--- config.mk ---
export PLATFORM = sky130hd
export DESIGN_NAME = mem_bus_arbiter_flat
export DESIGN_NICKNAME = d
export VERILOG_FILES = /design/src/rtl/mem_bus_arbiter_pkg.sv /design/src/rtl/mem_bus_arbiter_if.sv /design/src/rtl/mem_bus_arbiter_rr_picker.sv /design/src/rtl/mem_bus_arbiter.sv /design/src/flat_wrapper.sv
export SDC_FILE = /design/constraint.sdc
export NUM_CORES = 1
export LEC_CHECK = 0
export ABC_AREA = 1
export BUFFER_PORTS_ARGS = -buffer_cell sky130_fd_sc_hd__buf_2
export CAP_MARGIN = 5
export CORE_ASPECT_RATIO = 1.2
export CORE_UTILIZATION = 38
export DETAILED_ROUTE_END_ITERATION = 10
export MAX_ROUTING_LAYER = met4
export PLACE_DENSITY = 0.9
export SKIP_CTS_REPAIR_TIMING = 1
export SLEW_MARGIN = 20
export SYNTH_ARGS = -nofsm -noshare
export SYNTH_HDL_FRONTEND = slang
export SYNTH_SLANG_ARGS = --single-unit
--- constraint.sdc ---
create_clock -name clk50MHz -period 2.07 [get_ports clk50MHz]
set_input_delay 0.3105 -clock clk50MHz [delete_from_list [all_inputs] [get_ports clk50MHz]]
set_output_delay 0.3105 -clock clk50MHz [all_outputs]
set_load 0.1 [all_outputs]
--- src/rtl/mem_bus_arbiter_pkg.sv ---
`default_nettype none
// +--------------------------------------------------------------------------+
// | Package    : mem_arb_pkg                                                 |
// | Purpose    : Shared types and helpers for mem_bus_arbiter: FSM state     |
// |              encoding, burst codes, burst-length decode and the default  |
// |              stall timeout.                                              |
// | Revision   : 1.0  initial release                                        |
// +--------------------------------------------------------------------------+
package mem_arb_pkg;

  typedef enum logic [2:0] {
    ST_IDLE  = 3'd0,
    ST_ISSUE = 3'd1,
    ST_TURN  = 3'd2,
    ST_XFER  = 3'd3,
    ST_DONE  = 3'd4
  } arb_state_t;

  localparam logic [1:0] BURST_1  = 2'b00;
  localparam logic [1:0] BURST_4  = 2'b01;
  localparam logic [1:0] BURST_8  = 2'b10;
  localparam logic [1:0] BURST_16 = 2'b11;

  localparam int DEF_TIMEOUT_CYCLES = 64;

  // Burst code -> index of the last beat (beats - 1), fits the 4-bit counter.
  function automatic logic [3:0] burst_last(input logic [1:0] code);
    logic [3:0] r;
    case (code)
      BURST_1:  r = 4'd0;
      BURST_4:  r = 4'd3;
      BURST_8:  r = 4'd7;
      BURST_16: r = 4'd15;
      default:  r = 4'd0;
    endcase
    return r;
  endfunction

endpackage
`default_nettype wire

--- src/rtl/mem_bus_arbiter_if.sv ---
`default_nettype none
// +--------------------------------------------------------------------------+
// | Interface  : mem_bus_arbiter_if                                          |
// | Purpose    : Bundles the requester side (m_*) and the cellular-RAM       |
// |              controller side (b*) of the bus arbiter.                    |
// | Modports   : slave  - arbiter view (requests and controller status in,   |
// |                       grants, strobes and steered data out)              |
// |              master - environment view (masters + controller)            |
// | Revision   : 1.0  initial release                                        |
// +--------------------------------------------------------------------------+
interface mem_bus_arbiter_if #(
  parameter int NUM_MASTERS = 4
);
  logic [NUM_MASTERS-1:0]    m_req;
  logic [NUM_MASTERS-1:0]    m_we;
  logic [16*NUM_MASTERS-1:0] m_addr;
  logic [2*NUM_MASTERS-1:0]  m_burst;
  logic [16*NUM_MASTERS-1:0] m_wdata;
  logic [NUM_MASTERS-1:0]    m_wnext;
  logic [15:0]               m_rdata;
  logic [NUM_MASTERS-1:0]    m_rvalid;
  logic [NUM_MASTERS-1:0]    m_ack;
  logic [NUM_MASTERS-1:0]    m_err;
  logic [NUM_MASTERS-1:0]    grant;
  logic [15:0]               baddr;
  logic [1:0]                bburst;
  logic                      bwe;
  logic                      bstart;
  logic [15:0]               bwdata;
  logic                      bdata_oe;
  logic [15:0]               brdata;
  logic                      bwait;

  modport slave (
    input  m_req, m_we, m_addr, m_burst, m_wdata, brdata, bwait,
    output m_wnext, m_rdata, m_rvalid, m_ack, m_err, grant,
           baddr, bburst, bwe, bstart, bwdata, bdata_oe
  );

  modport master (
    output m_req, m_we, m_addr, m_burst, m_wdata, brdata, bwait,
    input  m_wnext, m_rdata, m_rvalid, m_ack, m_err, grant,
           baddr, bburst, bwe, bstart, bwdata, bdata_oe
  );
endinterface
`default_nettype wire

--- src/rtl/mem_bus_arbiter_rr_picker.sv ---
`default_nettype none
// +--------------------------------------------------------------------------+
// | Module     : rr_picker                                                   |
// | Purpose    : Combinational round-robin selector. Picks the first set     |
// |              bit of req searching upward from last+1 (mod NUM_MASTERS).  |
// | Ports      : req       in  request vector                                |
// |              last      in  index of the most recently served master      |
// |              gnt       out one-hot winner (zero if no request)           |
// |              gnt_idx   out binary index of the winner                    |
// |              gnt_valid out any request present                           |
// | Revision   : 1.0  initial release                                        |
// +--------------------------------------------------------------------------+
module rr_picker #(
  parameter int NUM_MASTERS = 4,
  parameter int IW          = 2
) (
  input  logic [NUM_MASTERS-1:0] req,
  input  logic [IW-1:0]          last,
  output logic [NUM_MASTERS-1:0] gnt,
  output logic [IW-1:0]          gnt_idx,
  output logic                   gnt_valid
);

  // Outer loop walks priority distance from last+1; the first match locks out
  // every later candidate, so the nearest requester after last wins.
  always_comb begin
    gnt       = '0;
    gnt_idx   = '0;
    gnt_valid = 1'b0;
    for (int k = 0; k < NUM_MASTERS; k++) begin
      for (int i = 0; i < NUM_MASTERS; i++) begin
        if (!gnt_valid && req[i] &&
            (((i + NUM_MASTERS - 1 - int'(last)) % NUM_MASTERS) == k)) begin
          gnt_valid = 1'b1;
          gnt[i]    = 1'b1;
          gnt_idx   = IW'(i);
        end
      end
    end
  end

endmodule
`default_nettype wire

--- src/rtl/mem_bus_arbiter.sv ---
`default_nettype none
// +--------------------------------------------------------------------------+
// | Module     : mem_bus_arbiter                                             |
// | Purpose    : Round-robin arbiter sharing the cellular-RAM controller     |
// |              bus port among NUM_MASTERS requesters. Latches one request, |
// |              strobes bstart, steers burst beats, acks and rotates.       |
// | Ports      : clk50MHz  in  system clock                                  |
// |              rst       in  asynchronous active-high reset                |
// |              bus       mem_bus_arbiter_if.slave (m_* masters, b* ctrl)   |
// | Options    : MEM_ARB_TIMEOUT_EN - abort XFER after TIMEOUT_CYCLES        |
// |              consecutive bwait cycles, pulsing m_err with m_ack.         |
// | Revision   : 1.0  initial release                                        |
// +--------------------------------------------------------------------------+
module mem_bus_arbiter
  import mem_arb_pkg::*;
#(
  parameter int NUM_MASTERS    = 4,
  parameter int TIMEOUT_CYCLES = DEF_TIMEOUT_CYCLES
) (
  input  logic             clk50MHz,
  input  logic             rst,
  mem_bus_arbiter_if.slave bus
);

  localparam int IW = (NUM_MASTERS > 1) ? $clog2(NUM_MASTERS) : 1;

  arb_state_t             state_q, state_d;
  logic [NUM_MASTERS-1:0] grant_q, grant_d;
  logic [NUM_MASTERS-1:0] ack_q, ack_d;
  logic [NUM_MASTERS-1:0] err_q, err_d;
  logic [IW-1:0]          gidx_q, gidx_d;
  logic [IW-1:0]          last_q, last_d;
  logic [15:0]            baddr_q, baddr_d;
  logic [1:0]             bburst_q, bburst_d;
  logic                   bwe_q, bwe_d;
  logic                   bstart_q, bstart_d;
  logic [3:0]             beat_q, beat_d;

  logic [NUM_MASTERS-1:0] pick_onehot;
  logic [IW-1:0]          pick_idx;
  logic                   pick_valid;
  logic                   beat_ok;
  logic                   last_beat;
  logic                   to_hit;

  // Per-master views of the packed request fields.
  logic [15:0] addr_arr  [NUM_MASTERS];
  logic [1:0]  burst_arr [NUM_MASTERS];
  logic [15:0] wdata_arr [NUM_MASTERS];

  for (genvar i = 0; i < NUM_MASTERS; i++) begin : g_unpack
    assign addr_arr[i]  = bus.m_addr[16*i +: 16];
    assign burst_arr[i] = bus.m_burst[2*i +: 2];
    assign wdata_arr[i] = bus.m_wdata[16*i +: 16];
  end

  rr_picker #(
    .NUM_MASTERS (NUM_MASTERS),
    .IW          (IW)
  ) u_rr_picker (
    .req       (bus.m_req),
    .last      (last_q),
    .gnt       (pick_onehot),
    .gnt_idx   (pick_idx),
    .gnt_valid (pick_valid)
  );

  assign beat_ok   = (state_q == ST_XFER) && !bus.bwait;
  assign last_beat = beat_ok && (beat_q == burst_last(bburst_q));

`ifdef MEM_ARB_TIMEOUT_EN
  localparam int TW = $clog2(TIMEOUT_CYCLES + 1);
  logic [TW-1:0] to_cnt_q, to_cnt_d;

  // Counts consecutive stalled XFER cycles; any beat or other state clears it.
  always_comb begin
    to_cnt_d = '0;
    if ((state_q == ST_XFER) && bus.bwait) begin
      to_cnt_d = to_cnt_q + 1'b1;
    end
  end

  always_ff @(posedge clk50MHz or posedge rst) begin
    if (rst) begin
      to_cnt_q <= '0;
    end else begin
      to_cnt_q <= to_cnt_d;
    end
  end

  assign to_hit = (state_q == ST_XFER) && bus.bwait &&
                  (to_cnt_q == TW'(TIMEOUT_CYCLES - 1));
`else
  logic unused_timeout;
  assign unused_timeout = (TIMEOUT_CYCLES == 0);
  assign to_hit         = 1'b0;
`endif

  always_comb begin
    state_d  = state_q;
    grant_d  = grant_q;
    gidx_d   = gidx_q;
    last_d   = last_q;
    baddr_d  = baddr_q;
    bburst_d = bburst_q;
    bwe_d    = bwe_q;
    beat_d   = beat_q;
    bstart_d = 1'b0;
    ack_d    = '0;
    err_d    = '0;
    case (state_q)
      ST_IDLE: begin
        if (pick_valid) begin
          state_d  = ST_ISSUE;
          grant_d  = pick_onehot;
          gidx_d   = pick_idx;
          baddr_d  = addr_arr[pick_idx];
          bburst_d = burst_arr[pick_idx];
          bwe_d    = bus.m_we[pick_idx];
          bstart_d = 1'b1;
        end
      end
      ST_ISSUE: begin
        state_d = ST_TURN;
        beat_d  = 4'd0;
      end
      ST_TURN: begin
        state_d = ST_XFER;
      end
      ST_XFER: begin
        if (last_beat) begin
          state_d = ST_DONE;
          ack_d   = grant_q;
        end else if (beat_ok) begin
          beat_d = beat_q + 4'd1;
        end else if (to_hit) begin
          state_d = ST_DONE;
          ack_d   = grant_q;
          err_d   = grant_q;
        end
      end
      ST_DONE: begin
        state_d  = ST_IDLE;
        grant_d  = '0;
        last_d   = gidx_q;
        baddr_d  = '0;
        bburst_d = '0;
        bwe_d    = 1'b0;
      end
      default: begin
        state_d = ST_IDLE;
        grant_d = '0;
      end
    endcase
  end

  always_ff @(posedge clk50MHz or posedge rst) begin
    if (rst) begin
      state_q  <= ST_IDLE;
      grant_q  <= '0;
      gidx_q   <= '0;
      last_q   <= IW'(NUM_MASTERS - 1);
      baddr_q  <= '0;
      bburst_q <= '0;
      bwe_q    <= 1'b0;
      beat_q   <= '0;
      bstart_q <= 1'b0;
      ack_q    <= '0;
      err_q    <= '0;
    end else begin
      state_q  <= state_d;
      grant_q  <= grant_d;
      gidx_q   <= gidx_d;
      last_q   <= last_d;
      baddr_q  <= baddr_d;
      bburst_q <= bburst_d;
      bwe_q    <= bwe_d;
      beat_q   <= beat_d;
      bstart_q <= bstart_d;
      ack_q    <= ack_d;
      err_q    <= err_d;
    end
  end

  assign bus.grant    = grant_q;
  assign bus.m_ack    = ack_q;
  assign bus.m_err    = err_q;
  assign bus.baddr    = baddr_q;
  assign bus.bburst   = bburst_q;
  assign bus.bwe      = bwe_q;
  assign bus.bstart   = bstart_q;
  assign bus.bdata_oe = bwe_q && ((state_q == ST_ISSUE) ||
                                  (state_q == ST_TURN)  ||
                                  (state_q == ST_XFER));
  // Write data follows the granted master live so it can advance on m_wnext.
  assign bus.bwdata   = bus.bdata_oe ? wdata_arr[gidx_q] : 16'h0000;
  assign bus.m_wnext  = (beat_ok && bwe_q)  ? grant_q : '0;
  assign bus.m_rvalid = (beat_ok && !bwe_q) ? grant_q : '0;
  assign bus.m_rdata  = (beat_ok && !bwe_q) ? bus.brdata : 16'h0000;

endmodule
`default_nettype wire

--- src/flat_wrapper.sv ---
// flat-port wrapper written by rule: the top's interface ports become plain ports
module mem_bus_arbiter_flat import mem_arb_pkg::*;
#(
  parameter int NUM_MASTERS    = 4,
  parameter int TIMEOUT_CYCLES = DEF_TIMEOUT_CYCLES
)
  (clk50MHz, rst, bus_m_req, bus_m_we, bus_m_addr, bus_m_burst, bus_m_wdata, bus_brdata, bus_bwait, bus_m_wnext, bus_m_rdata, bus_m_rvalid, bus_m_ack, bus_m_err, bus_grant, bus_baddr, bus_bburst, bus_bwe, bus_bstart, bus_bwdata, bus_bdata_oe);
  mem_bus_arbiter_if #(.NUM_MASTERS(NUM_MASTERS)) bus_i ();
  input  logic clk50MHz;
  input  logic rst;
  input wire logic [$bits(bus_i.m_req)-1:0] bus_m_req;
  input wire logic [$bits(bus_i.m_we)-1:0] bus_m_we;
  input wire logic [$bits(bus_i.m_addr)-1:0] bus_m_addr;
  input wire logic [$bits(bus_i.m_burst)-1:0] bus_m_burst;
  input wire logic [$bits(bus_i.m_wdata)-1:0] bus_m_wdata;
  input wire logic [$bits(bus_i.brdata)-1:0] bus_brdata;
  input wire logic [$bits(bus_i.bwait)-1:0] bus_bwait;
  output wire logic [$bits(bus_i.m_wnext)-1:0] bus_m_wnext;
  output wire logic [$bits(bus_i.m_rdata)-1:0] bus_m_rdata;
  output wire logic [$bits(bus_i.m_rvalid)-1:0] bus_m_rvalid;
  output wire logic [$bits(bus_i.m_ack)-1:0] bus_m_ack;
  output wire logic [$bits(bus_i.m_err)-1:0] bus_m_err;
  output wire logic [$bits(bus_i.grant)-1:0] bus_grant;
  output wire logic [$bits(bus_i.baddr)-1:0] bus_baddr;
  output wire logic [$bits(bus_i.bburst)-1:0] bus_bburst;
  output wire logic [$bits(bus_i.bwe)-1:0] bus_bwe;
  output wire logic [$bits(bus_i.bstart)-1:0] bus_bstart;
  output wire logic [$bits(bus_i.bwdata)-1:0] bus_bwdata;
  output wire logic [$bits(bus_i.bdata_oe)-1:0] bus_bdata_oe;
  assign bus_i.m_req = bus_m_req;
  assign bus_i.m_we = bus_m_we;
  assign bus_i.m_addr = bus_m_addr;
  assign bus_i.m_burst = bus_m_burst;
  assign bus_i.m_wdata = bus_m_wdata;
  assign bus_i.brdata = bus_brdata;
  assign bus_i.bwait = bus_bwait;
  assign bus_m_wnext = bus_i.m_wnext;
  assign bus_m_rdata = bus_i.m_rdata;
  assign bus_m_rvalid = bus_i.m_rvalid;
  assign bus_m_ack = bus_i.m_ack;
  assign bus_m_err = bus_i.m_err;
  assign bus_grant = bus_i.grant;
  assign bus_baddr = bus_i.baddr;
  assign bus_bburst = bus_i.bburst;
  assign bus_bwe = bus_i.bwe;
  assign bus_bstart = bus_i.bstart;
  assign bus_bwdata = bus_i.bwdata;
  assign bus_bdata_oe = bus_i.bdata_oe;
  mem_bus_arbiter #(.NUM_MASTERS(NUM_MASTERS), .TIMEOUT_CYCLES(TIMEOUT_CYCLES)) u_core (.clk50MHz(clk50MHz), .rst(rst), .bus(bus_i));
endmodule
Word level (Yosys, flattened, before mapping)
Cells that the tools add are included.

cells by class
  eq/ne operators = 24
  multiplexer cells = 80
  $mul = 0
  div/mod/pow operators = 0
  reductions and logical operators = 73
  shift-type cells = 0
  add/sub/neg operators = 5
  magnitude comparators = 3
  bitwise gates (word level) = 7

operators by type and width
  cell                                                                     number
  32-bit zero test                                                         4
  16-bit two-way mux                                                       7
  16-bit binary-select mux with 2-bit select                               2
  1-bit logical AND                                                        36
  1-bit two-way mux                                                        36
  2-bit two-way mux                                                        17
  16-bit case mux with 2 select lines                                      1
  4-bit two-way mux                                                        7
  3-bit == test, second input constant                                     9
  3-bit by 2-bit == test with 1-bit output, second input constant          6
  1-bit zero test                                                          17
  4-bit case mux with 2 select lines                                       2
  4-bit case mux with 4 select lines                                       1
  3-bit case mux with 4 select lines                                       1
  3-bit by 2-bit subtractor with 4-bit output, first input constant        3
  2-bit AND reduction                                                      4
  2-bit OR reduction                                                       4
  3-bit >= comparator, second input constant                               2
  3-bit two-way mux                                                        2
  2-bit by 1-bit inequality test with 1-bit output, second input constant  3
  2-bit NOT with 3-bit output                                              2
  4-bit by 1-bit adder with 4-bit output, second input constant            1
  1-bit AND                                                                4
  2-bit binary-select mux with 2-bit select                                1
  17 further kinds                                                         20

word-level totals
  latch bits = 0
  memory bits (read-only) = 0
  bits in registers = 39
  memory bits (writable) = 0
  output and inout port bits = 73
  memories kept = 0

Logic depth before layout (Yosys ltp)
Gate-level depths: netlist of the first run.

  depth after elaboration = 72
  gate-level depth with buffers = 19
  depth with buffers taken out = 17

By module
From an unflattened synthesis of the first run, not the netlist that was laid out.

second synthesis, totals
  cells, all modules = 546
  area, all modules = 3415.8 µm²

by module, submodules not included
  module           times used  area each (µm²)  cells each  seq. area each (µm²)
  mem_bus_arbiter  1           3037.9           481         978.4
  rr_picker        1           377.9            65          0.0

Worst setup path before layout of the first run
No wires, ideal clock.

  kind = register to output
  from = reg u_core.bwe_q (netlist: u_core.bus.bwe)
  to = out bus_bwdata[10]
  cell stages (with the launch flop) = 6
  arrival time = 5443 ps
  slack = -3683 ps
  path buffers = 1
  cell sequence = dfrtp_1 > inv_1 > nor3_1 > inv_1 > clkbuf_1 > a21oi_1

on the way
  cells in the longest elaborated chain, start to end = 2

ends and longest elaborated chain
  what                    RTL line                RTL
  start, declared         mem_bus_arbiter.sv:35   logic bwe_q, bwe_d;
  start signal, assigned  mem_bus_arbiter.sv:177  bwe_q <= bwe_d;
  1-bit logical AND       mem_bus_arbiter.sv:192  assign bus.bdata_oe = bwe_q && ((state_q == ST_ISSUE) ||
  named net bus_bdata_oe  flat_wrapper.sv:29      output wire logic [$bits(bus_i.bdata_oe)-1:0] bus_bdata_oe;
  16-bit two-way mux      mem_bus_arbiter.sv:196  assign bus.bwdata = bus.bdata_oe ? wdata_arr[gidx_q] : 16'h0000;
  end, declared           flat_wrapper.sv:28      output wire logic [$bits(bus_i.bwdata)-1:0] bus_bwdata;

The timed path passes the listed nets, and every way through them passes these cells.

Worst setup path after layout of the first run
  from = reg u_core.last_q[1]
  to = reg u_core.baddr_q[5] (netlist: u_core.bus.baddr[5])

on the way
  cells in the longest elaborated chain, start to end = 72

ends and longest elaborated chain
  what                                                    RTL line                         RTL
  start, declared                                         mem_bus_arbiter.sv:32            logic [IW-1:0] last_q, last_d;
  start signal, assigned                                  mem_bus_arbiter.sv:162           last_q <= IW'(NUM_MASTERS - 1);
  start signal, assigned                                  mem_bus_arbiter.sv:174           last_q <= last_d;
  2-bit by 2-bit subtractor with 3-bit output             mem_bus_arbiter_rr_picker.sv:33  (((i + NUM_MASTERS - 1 - int'(last)) % NUM_MASTERS) == k)) begin
  2-bit OR reduction (no source line)                     n/a
  1-bit AND (no source line)                              n/a
  32-bit zero test                                        mem_bus_arbiter_rr_picker.sv:33
  1-bit logical AND                                       mem_bus_arbiter_rr_picker.sv:32  if (!gnt_valid && req[i] &&
  1-bit two-way mux                                       mem_bus_arbiter_rr_picker.sv:32
  1-bit zero test                                         mem_bus_arbiter_rr_picker.sv:32
  1-bit logical AND (2 in series)                         mem_bus_arbiter_rr_picker.sv:32
  [... 53 more ...]                                       n/a
  1-bit zero test                                         mem_bus_arbiter_rr_picker.sv:32
  1-bit logical AND (2 in series)                         mem_bus_arbiter_rr_picker.sv:32
  2-bit two-way mux                                       mem_bus_arbiter_rr_picker.sv:32
  2-bit NOT with 3-bit output (implied by the code)       mem_bus_arbiter.sv:117           baddr_d = addr_arr[pick_idx];
  16-bit binary-select mux with 2-bit select              mem_bus_arbiter.sv:117
  16-bit two-way mux (implied by the code) (2 in series)  mem_bus_arbiter.sv:117
  16-bit two-way mux                                      mem_bus_arbiter.sv:113           if (pick_valid) begin
  16-bit case mux with 2 select lines                     mem_bus_arbiter.sv:111           case (state_q)
  end signal, assigned                                    mem_bus_arbiter.sv:175           baddr_q <= baddr_d;
  end, declared                                           mem_bus_arbiter.sv:33            logic [15:0] baddr_q, baddr_d;

Parallel ways exist; a longest one is shown, timed or not. The select of a mux whose other input is x is not followed.
A chain may end at the register's enable or synchronous reset.

==> key figures, run 1 <==
Cells and area
  – Final Core Density: around three quarters
  – Nets: slightly below 1000
  – Most frequent cells in the layout: 191 x buf_2, 104 x nand2_1, 102 x nand3_1
  – Layout cell share with drive strength beyond 1: a little under half
  – Area grow syn2layout: 88.4%
  – Commonest non-fill, non-tap cell in the layout: buf_2
  – Finished Layout Cells: 934

STA
  – Headroom to the max-slew limit: about 64%
  – Setup TNS Final: -11.12 ns
  – Highest Clock Rate: between 400 and 500 MHz
  – Setup WS post-layout: -0.390 ns
  – Period utilisation layout: 119%
  – RSZ-0062 raised after global routing: yes
  – Hold Fails Final Rpt: 0
  – Pin slew with the least headroom to its limit: between 0.5 and 0.6 ns
  – Post-route minimum period: ~2.5 ns
  – Fin Clk Skew: 0.00507 ns
  – Final setup vio count: 47
  – Max Slew Vio Count: 0

CTS
  – Total CTS buffers: 5
  – Clock Latency Late Sink: approximately 0.31 ns
  – Clock Sinks: 39
  – Root Buffer: clkbuf_8
  – Clk slew on worst S/H paths: 0.09 ns
  – Htree depth: 2
  – TritonCTS clock tree: yes
  – Clk buf depth: 2

Drt
  – DRC viols: 0
  – Total Wirelength: 14200 um
  – Antenna violation net count after detailed routing: 0
  – Routed wire per std cell: ~15 um
  – 1st-iter DRT viols: 248
  – Number of iterations in the first detailed-routing pass: 5
  – Via/cell ratio: 5.23
  – Vias post-DR: 4881

Worst setup path
  – R2r endpoint: u_core.bus.baddr[5]$_DFFE_PP0P_
  – CP Data Arrival Time: about 2.7 ns
  – CP required: around 2.3 ns
  – Reg2reg setup slack: -0.39 ns
  – CP max FO: 14
  – Reg-to-Reg Start: u_core.last_q[1]$_DFFE_PP1P_
  – CP endpoint kind: flip-flop
  – WS Path Type: flip-flop to flip-flop
  – R2R cell count: 15
  – CP endpoint: u_core.bus.baddr[5]$_DFFE_PP0P_
  – Crit. Startpoint: u_core.last_q[1]$_DFFE_PP1P_
  – Startpoint types: flip-flop

GRT
  – First-pass GRT wire length: roughly 20000 um
  – GR Util All Layers: around 29%
  – Grt ovf: 0
  – Initial antenna violation count: 3
  – Largest net degree at the start of global routing: 34
  – Vias in the first global route: between 4000 and 5000

Die
  – Io pins: about 240
  – Core Footprint: about 8600 um^2
  – Placement Rows: 37
  – Die ar.: 9230 um^2
  – Chip height: ~110 um
  – Initial Util: 39.3%
  – Die X: roughly 88 um

Placement
  – Port bufs: about 230
  – Cell count after placement: ~910
  – Pre-CTS WS: -0.356 ns
  – Dpl hpwl: between 10000 and 15000 um
  – Gpl congestion: about 0.94

Outcome
  – Failing checks: negative setup slack
  – Run status: finished with violations

Synthesis
  – Post-synthesis sequential area ratio: between 20 and 30%
  – Synth Register Bits: 39
  – Synthesis Warnings: 0
  – Post-synth ARST share: 100%
  – Cell area after synthesis: 3360 um^2
  – Post-synth top flop: dfrtp_1
  – Post-synth EDFFs: 0
  – Syn_area_per_cell: about 6.1 um^2
  – Distinct cell type count after synthesis: 32
  – Mapped Cells: 554

Power and ir drop
  – Pwr/cell area: approximately 2000 nW/um^2
  – Total power: 12700 uW
  – Lkg Pwr: about 0.0032 uW
  – Worst vdd ir: about 1900 uV

Worst hold path
  – HP Class: primary input to asynchronous set/reset pin

Job
  – Number of max-cap violations: 0
==> worst max-delay path, stage by stage (launching register included) <==
cell and delay [ns]:
dfstp_2 0.60, nor2_2 0.07, nand2_2 0.09, nand3_4 0.08
nor2_4 0.12, nand4_4 0.12, nor2_4 0.14, nand4_4 0.13
nor3_4 0.25, nand4_4 0.17, nand2_4 0.16, clkbuf_16 0.18
nand2_1 0.07, nand3_1 0.09, nand3_1 0.08, nand2_1 0.05
==> metrics by stage <==
stage	instance area [um^2]	hold slack, ns
2_1_floorplan	3810	0.480
3_3_place_gp	5820	0.353
3_5_place_dp	5820	0.359
4_1_cts	5930	0.0279
5_1_grt	6330	0.0451
6_report	6330	0.0171
==> layout make-up <==
type	count	area (um^2)
diodes	3	7.51
clock buffers	5	68.8
clock inverters	3	43.8
fillers	600	2230
inverters	56	221
multi-input cells	427	2500
flip-flops and latches	39	987
well taps	117	146
repair buffers	284	2350
==> power breakdown <==
part / internal [uW] / total (uW) / switching [uW]
Combinational: 3380 / 10600 / 7230
Sequential: 1120 / 1400 / 281
Clock: 359 / 668 / 309
==> per-layer routing <==
metal,global-route usage (%),vias up,part of all wire (%)
met4,10.7,0,3.6
li1,-,2307,-
met5,-,-,0
met1,29.4,2206,34
met3,6.32,53,9.5
met2,51.8,315,53
==> Yosys cell counts, types with 2 or more instances <==
| library cell | number | area [um^2] |
|---|---|---|
| buf_4 | 7 | 52.6 |
| xor2_1 | 3 | 26.3 |
| nand2_1 | 110 | 413 |
| nand4_1 | 4 | 25.0 |
| nor3_1 | 4 | 20.0 |
| nor2_2 | 3 | 18.8 |
| nand4_2 | 2 | 25.0 |
| inv_2 | 2 | 7.51 |
| a21oi_1 | 20 | 100 |
| dfstp_2 | 2 | 52.6 |
| nor2_1 | 113 | 424 |
| inv_1 | 53 | 199 |
| buf_2 | 7 | 35.0 |
| clkbuf_1 | 16 | 60.1 |
| nand3_1 | 106 | 531 |
| o211ai_1 | 2 | 15.0 |
| buf_6 | 6 | 67.6 |
| dfrtp_1 | 37 | 926 |
| o21ai_0 | 44 | 220 |
==> sequential cells by signal, summed over array words and instances, names as in the netlist <==
name and cells:
u_core.bus.bburst 2, u_core.bus.bwe 1, u_core.bus.baddr 16, u_core.gidx_q 2, u_core.bus.bstart 1, u_core.last_q 2, u_core.beat_q 4, u_core.bus.m_ack 4
u_core.state_q 3, u_core.bus.grant 4
==> worst min path at each step <==
stage | startpoint | endpoint | slack, ns | cells after the start
floorplan | bus_bwait | u_core.state_q[2]$_DFFE_PP0P_ | 0.48 | 3
global placement | rst | u_core.bus.baddr[14]$_DFFE_PP0P_ | 0.35 | 3
detailed placement | rst | u_core.bus.baddr[14]$_DFFE_PP0P_ | 0.36 | 3
CTS | rst | u_core.bus.baddr[14]$_DFFE_PP0P_ | 0.03 | 3
global route | rst | u_core.bus.baddr[11]$_DFFE_PP0P_ | 0.05 | 3
finish | rst | u_core.bus.baddr[14]$_DFFE_PP0P_ | 0.02 | 3
==> kinds of logic (layout without fill, tap and decap cells) <==
| family | count (synthesis) | count (layout) | share of synthesized area (%) |
|---|---|---|---|
| AO/OA/AOI/OAI | 69 | 69 | 10.9 |
| XOR/XNOR | 3 | 3 | 0.782 |
| adder cells (fa/ha/maj) | 1 | 1 | 0.372 |
| buffers and inverters | 92 | 348 | 12.7 |
| flip-flops | 39 | 39 | 29.1 |
| other | 1 | 7 | 0.112 |
| AND/OR/NAND/NOR | 349 | 350 | 46.1 |
Power figures use the tool's default switching activity.
==> run 2: changes to the inputs <==
--- a/config.mk
+++ b/config.mk
@@ -17,4 +17,5 @@
 export SLEW_MARGIN = 20
 export SYNTH_ARGS = -nofsm -noshare
 export SYNTH_HDL_FRONTEND = slang
+export SYNTH_HIERARCHICAL = 1
 export SYNTH_SLANG_ARGS = --single-unit
==> run 2 against run 1 <==
The flow still finishes with violations (negative setup slack); fmax shrank 8.2%; synthesized cell count shrank 1.4%; sequential power shrank 5%; clock skew grew 0.0044 ns; worst hold slack gained 0.092 ns; area after synthesis grew 1.6%; critical endpoint is now u_core/bus.baddr[8]$_DFFE_PP0P_; largest cell class unchanged.
==> key figures, run 2 <==
Outcome
  – Run status: finished with violations
  – Failing checks: negative setup slack

Synthesis
  – Synth area leader: dfrtp_1
  – Main area contributors after synthesis: dfrtp_1 27%, nor2_1 15%, o21ai_0 12%, nand2_1 11%, inv_1 5.4%
  – Synth top cells by count: 140 x nor2_1, 96 x nand2_1, 82 x o21ai_0
  – Post-synthesis sequential area ratio: 28.6% (-0.46 points)
  – Mapped Cells: 546 (-1.4%)
  – Synthesis Warnings: 6 (+6)
  – Cell area after synthesis: 3420 um^2 (+1.6%)
  – Most common cell in the netlist: nor2_1
  – Syn_area_per_cell: 6.26 um^2 (+3.1%)
  – Post-synth top area share: 27.1% (-0.43 points)
  – Post-synth ARST share: 100% (unchanged)
  – Post-synth top flop: dfrtp_1
  – Distinct cell type count after synthesis: 35 (+9.4%)
  – Synth Register Bits: 39 (unchanged)
  – Post-synth EDFFs: 0 (unchanged)

Worst setup path
  – CP required: 2.27 ns (-0.05 ns)
  – Critical path buffers and inverters: 2 (+1)
  – Reg2reg setup slack: -0.61 ns (-0.22 ns)
  – CP Data Arrival Time: 2.88 ns (+0.17 ns)
  – Reg-to-Reg Start: u_core/last_q[0]$_DFFE_PP1P_
  – R2R cell count: 16 (+1)
  – CP max FO: 6 (-8)
  – Crit. Startpoint: u_core/last_q[0]$_DFFE_PP1P_
  – Crit. path cell count: 16 (+1)
  – CP cell instances: nor2_2, nand2_1, nand3_2, nor2_4, nand4_4, nor2_4, nand4_4, nor3_4, nand4_4, nand2_8, inv_8, clkbuf_16, o21ai_2, o22ai_1, nand2_1, nand2_1
  – Crit-path leading delay family: simple AND/OR/NAND/NOR gates
  – Startpoint types: flip-flop
  – Crit-path max cell delay: 0.58 ns (-0.02 ns)
  – R2r endpoint: u_core/bus.baddr[8]$_DFFE_PP0P_
  – CP endpoint: u_core/bus.baddr[8]$_DFFE_PP0P_
  – WS Path Type: flip-flop to flip-flop
  – CP endpoint kind: flip-flop
  – CP max stage cell: dfstp_2

Die
  – Die X: 88.6 um (+0.78%)
  – Initial Util: 39.5% (+0.20 points)
  – Io pins: 236 (unchanged)
  – Placement Rows: 37 (unchanged)
  – Die ar.: 9370 um^2 (+1.6%)
  – Core Footprint: 8660 um^2 (+1.1%)
  – Chip height: 106 um (+0.79%)

Placement
  – Dpl hpwl: 10600 um (+2.4%)
  – Pre-CTS WS: -0.461 ns (-0.105 ns)
  – Cell count after placement: 903 (-0.66%)
  – Port bufs: 231 (unchanged)
  – Gpl congestion: 0.962 (+2.7%)

STA
  – Setup TNS Final: -12.97 ns (-1.85 ns)
  – Period utilisation layout: 129% (+11 points)
  – Pin slew with the least headroom to its limit: 0.517 ns (-0.0202 ns)
  – Setup WS post-layout: -0.611 ns (-0.220 ns)
  – Post-route minimum period: 2.68 ns (+0.220 ns)
  – RSZ-0062 raised after global routing: yes
  – Hold_ws: 0.109 ns (+0.0919 ns)
  – Hold Fails Final Rpt: 0 (unchanged)
  – Final setup vio count: 28 (-40%)
  – Max Slew Vio Count: 0 (unchanged)
  – Highest Clock Rate: 373 MHz (-8.2%)
  – Fin Clk Skew: 0.00944 ns (+0.00436 ns)
  – Headroom to the max-slew limit: 65.8% (+1.3 points)

GRT
  – Vias in the first global route: 4372 (-2.4%)
  – Initial antenna violation count: 1 (-2)
  – Largest net degree at the start of global routing: 40 (+18%)
  – Grt ovf: 0 (unchanged)
  – First-pass GRT wire length: 20500 um (+0.92%)
  – GR Util All Layers: 28.8% (+0.26 points)

Cells and area
  – Filler instances: 594 (-1.0%)
  – Most frequent cells in the layout: 191 x buf_2, 108 x nor2_1, 88 x nand2_1
  – Nets: 971 (-0.61%)
  – Max reg flops: 16 (unchanged)
  – Finished Layout Cells: 926 (-0.86%)
  – Commonest non-fill, non-tap cell in the layout: buf_2
  – Layout cell share with drive strength beyond 1: 51.2% (+4.1 points)
  – Area grow syn2layout: 86.3%

CTS
  – Htree depth: 2 (unchanged)
  – Root Buffer: clkbuf_8
  – Total CTS buffers: 5 (unchanged)
  – Clock Latency Late Sink: 0.30 ns (about the same)
  – Clk slew on worst S/H paths: 0.09 ns (about the same)
  – Clk buf depth: 2 (unchanged)
  – Clock Sinks: 39 (unchanged)
  – TritonCTS clock tree: yes

Drt
  – Antenna violation net count after detailed routing: 0 (unchanged)
  – Total Wirelength: 14700 um (+3.7%)
  – Number of iterations in the first detailed-routing pass: 5 (unchanged)
  – Via/cell ratio: 5.16 (-1.3%)
  – DRC viols: 0 (unchanged)
  – 1st-iter DRT viols: 264 (+6.5%)
  – Vias post-DR: 4774 (-2.2%)
  – Routed wire per std cell: 15.9 um (+4.6%)

Power and ir drop
  – Pwr/cell area: 1940 nW/um^2 (-2.9%)
  – Worst vdd ir: 1210 uV (-36%)
  – Lkg Pwr: 0.00311 uW (-1.3%)

Job
  – Number of max-cap violations: 0 (unchanged)

Worst hold path
  – HP Class: primary input to asynchronous set/reset pin
## run 2: cell types whose count changed after synthesis, sizes merged, moves of 3 or more
cell and change:
nand4 +3, clkbuf -8, nor3 +3, nand2 -8
nand3 -94, o21ai +41, nor2 +36, a21oi -3
o22ai +18, buf +5
## run 2: layout make-up
class	instances	area (um^2)	area share, %
antenna	1	2.50	0.0393
clock buffer	5	68.8	1.08
clock inverter	3	43.8	0.688
inverter	55	234	3.68
multi-input combinational	422	2560	40.2
sequential	39	985	15.5
tap	117	146	2.30
timing repair buffer	284	2320	36.5
## run 2: where the power goes
part	leakage (uW)	switching, uW	internal [uW]	total [uW]
logic	0.00256	7090	3290	10400
registers	0.000489	257	1080	1330
clock network	0.0000581	295	359	654
## run 2: through the flow
stage | util (%) | instance area [um^2] | total power (uW)
finish | 73.5 | 6360 | 12400
global route | 73.5 | 6360 | 13000
CTS | 68.7 | 5950 | 11200
detailed placement | 67.4 | 5840 | 10600
global placement | 67.4 | 5840 | 10400
floorplan | - | 3830 | 8170
## run 2: worst min path at each step
stage	start	to	slack, ns	depth (start not counted)
floorplan	rst	u_core/beat_q[0]$_DFFE_PP0P_	0.51	1
global placement	rst	u_core/bus.bstart$_DFF_PP0_	0.46	3
detailed placement	rst	u_core/bus.bstart$_DFF_PP0_	0.46	3
CTS	rst	u_core/bus.baddr[14]$_DFFE_PP0P_	0.13	3
global route	rst	u_core/beat_q[1]$_DFFE_PP0P_	0.17	3
finish	rst	u_core/bus.bstart$_DFF_PP0_	0.11	3
## run 2: logic make-up after synthesis
family                     synth area share [%]
AOI/OAI and AO/OA                          20.6
other                                     0.110
DFF                                        28.6
adders and majority gates                 0.366
and+or+nand+nor                            38.2
xor gates and xnor gates                  0.513
buffers and inverters                      11.6
## run 2: worst register-to-register path, cell delays in order (launching register included)
cell and delay (ns):
dfstp_2 0.58, nor2_2 0.05, nand2_1 0.08, nand3_2 0.09
nor2_4 0.15, nand4_4 0.11, nor2_4 0.17, nand4_4 0.13
nor3_4 0.28, nand4_4 0.20, nand2_8 0.17, inv_8 0.06
clkbuf_16 0.16, o21ai_2 0.13, o22ai_1 0.11, nand2_1 0.08
nand2_1 0.04
## run 2: per-layer routing
layer  part of all wire, %  up-vias  wire (um)  track usage, %
met3                   7.5       41       1100            5.40
met5                     0        -          0               -
met2                    53      278       7850            51.6
met4                   3.5        0        518            12.8
met1                    36     2178       5260            30.0
li1                      -     2277          -               -
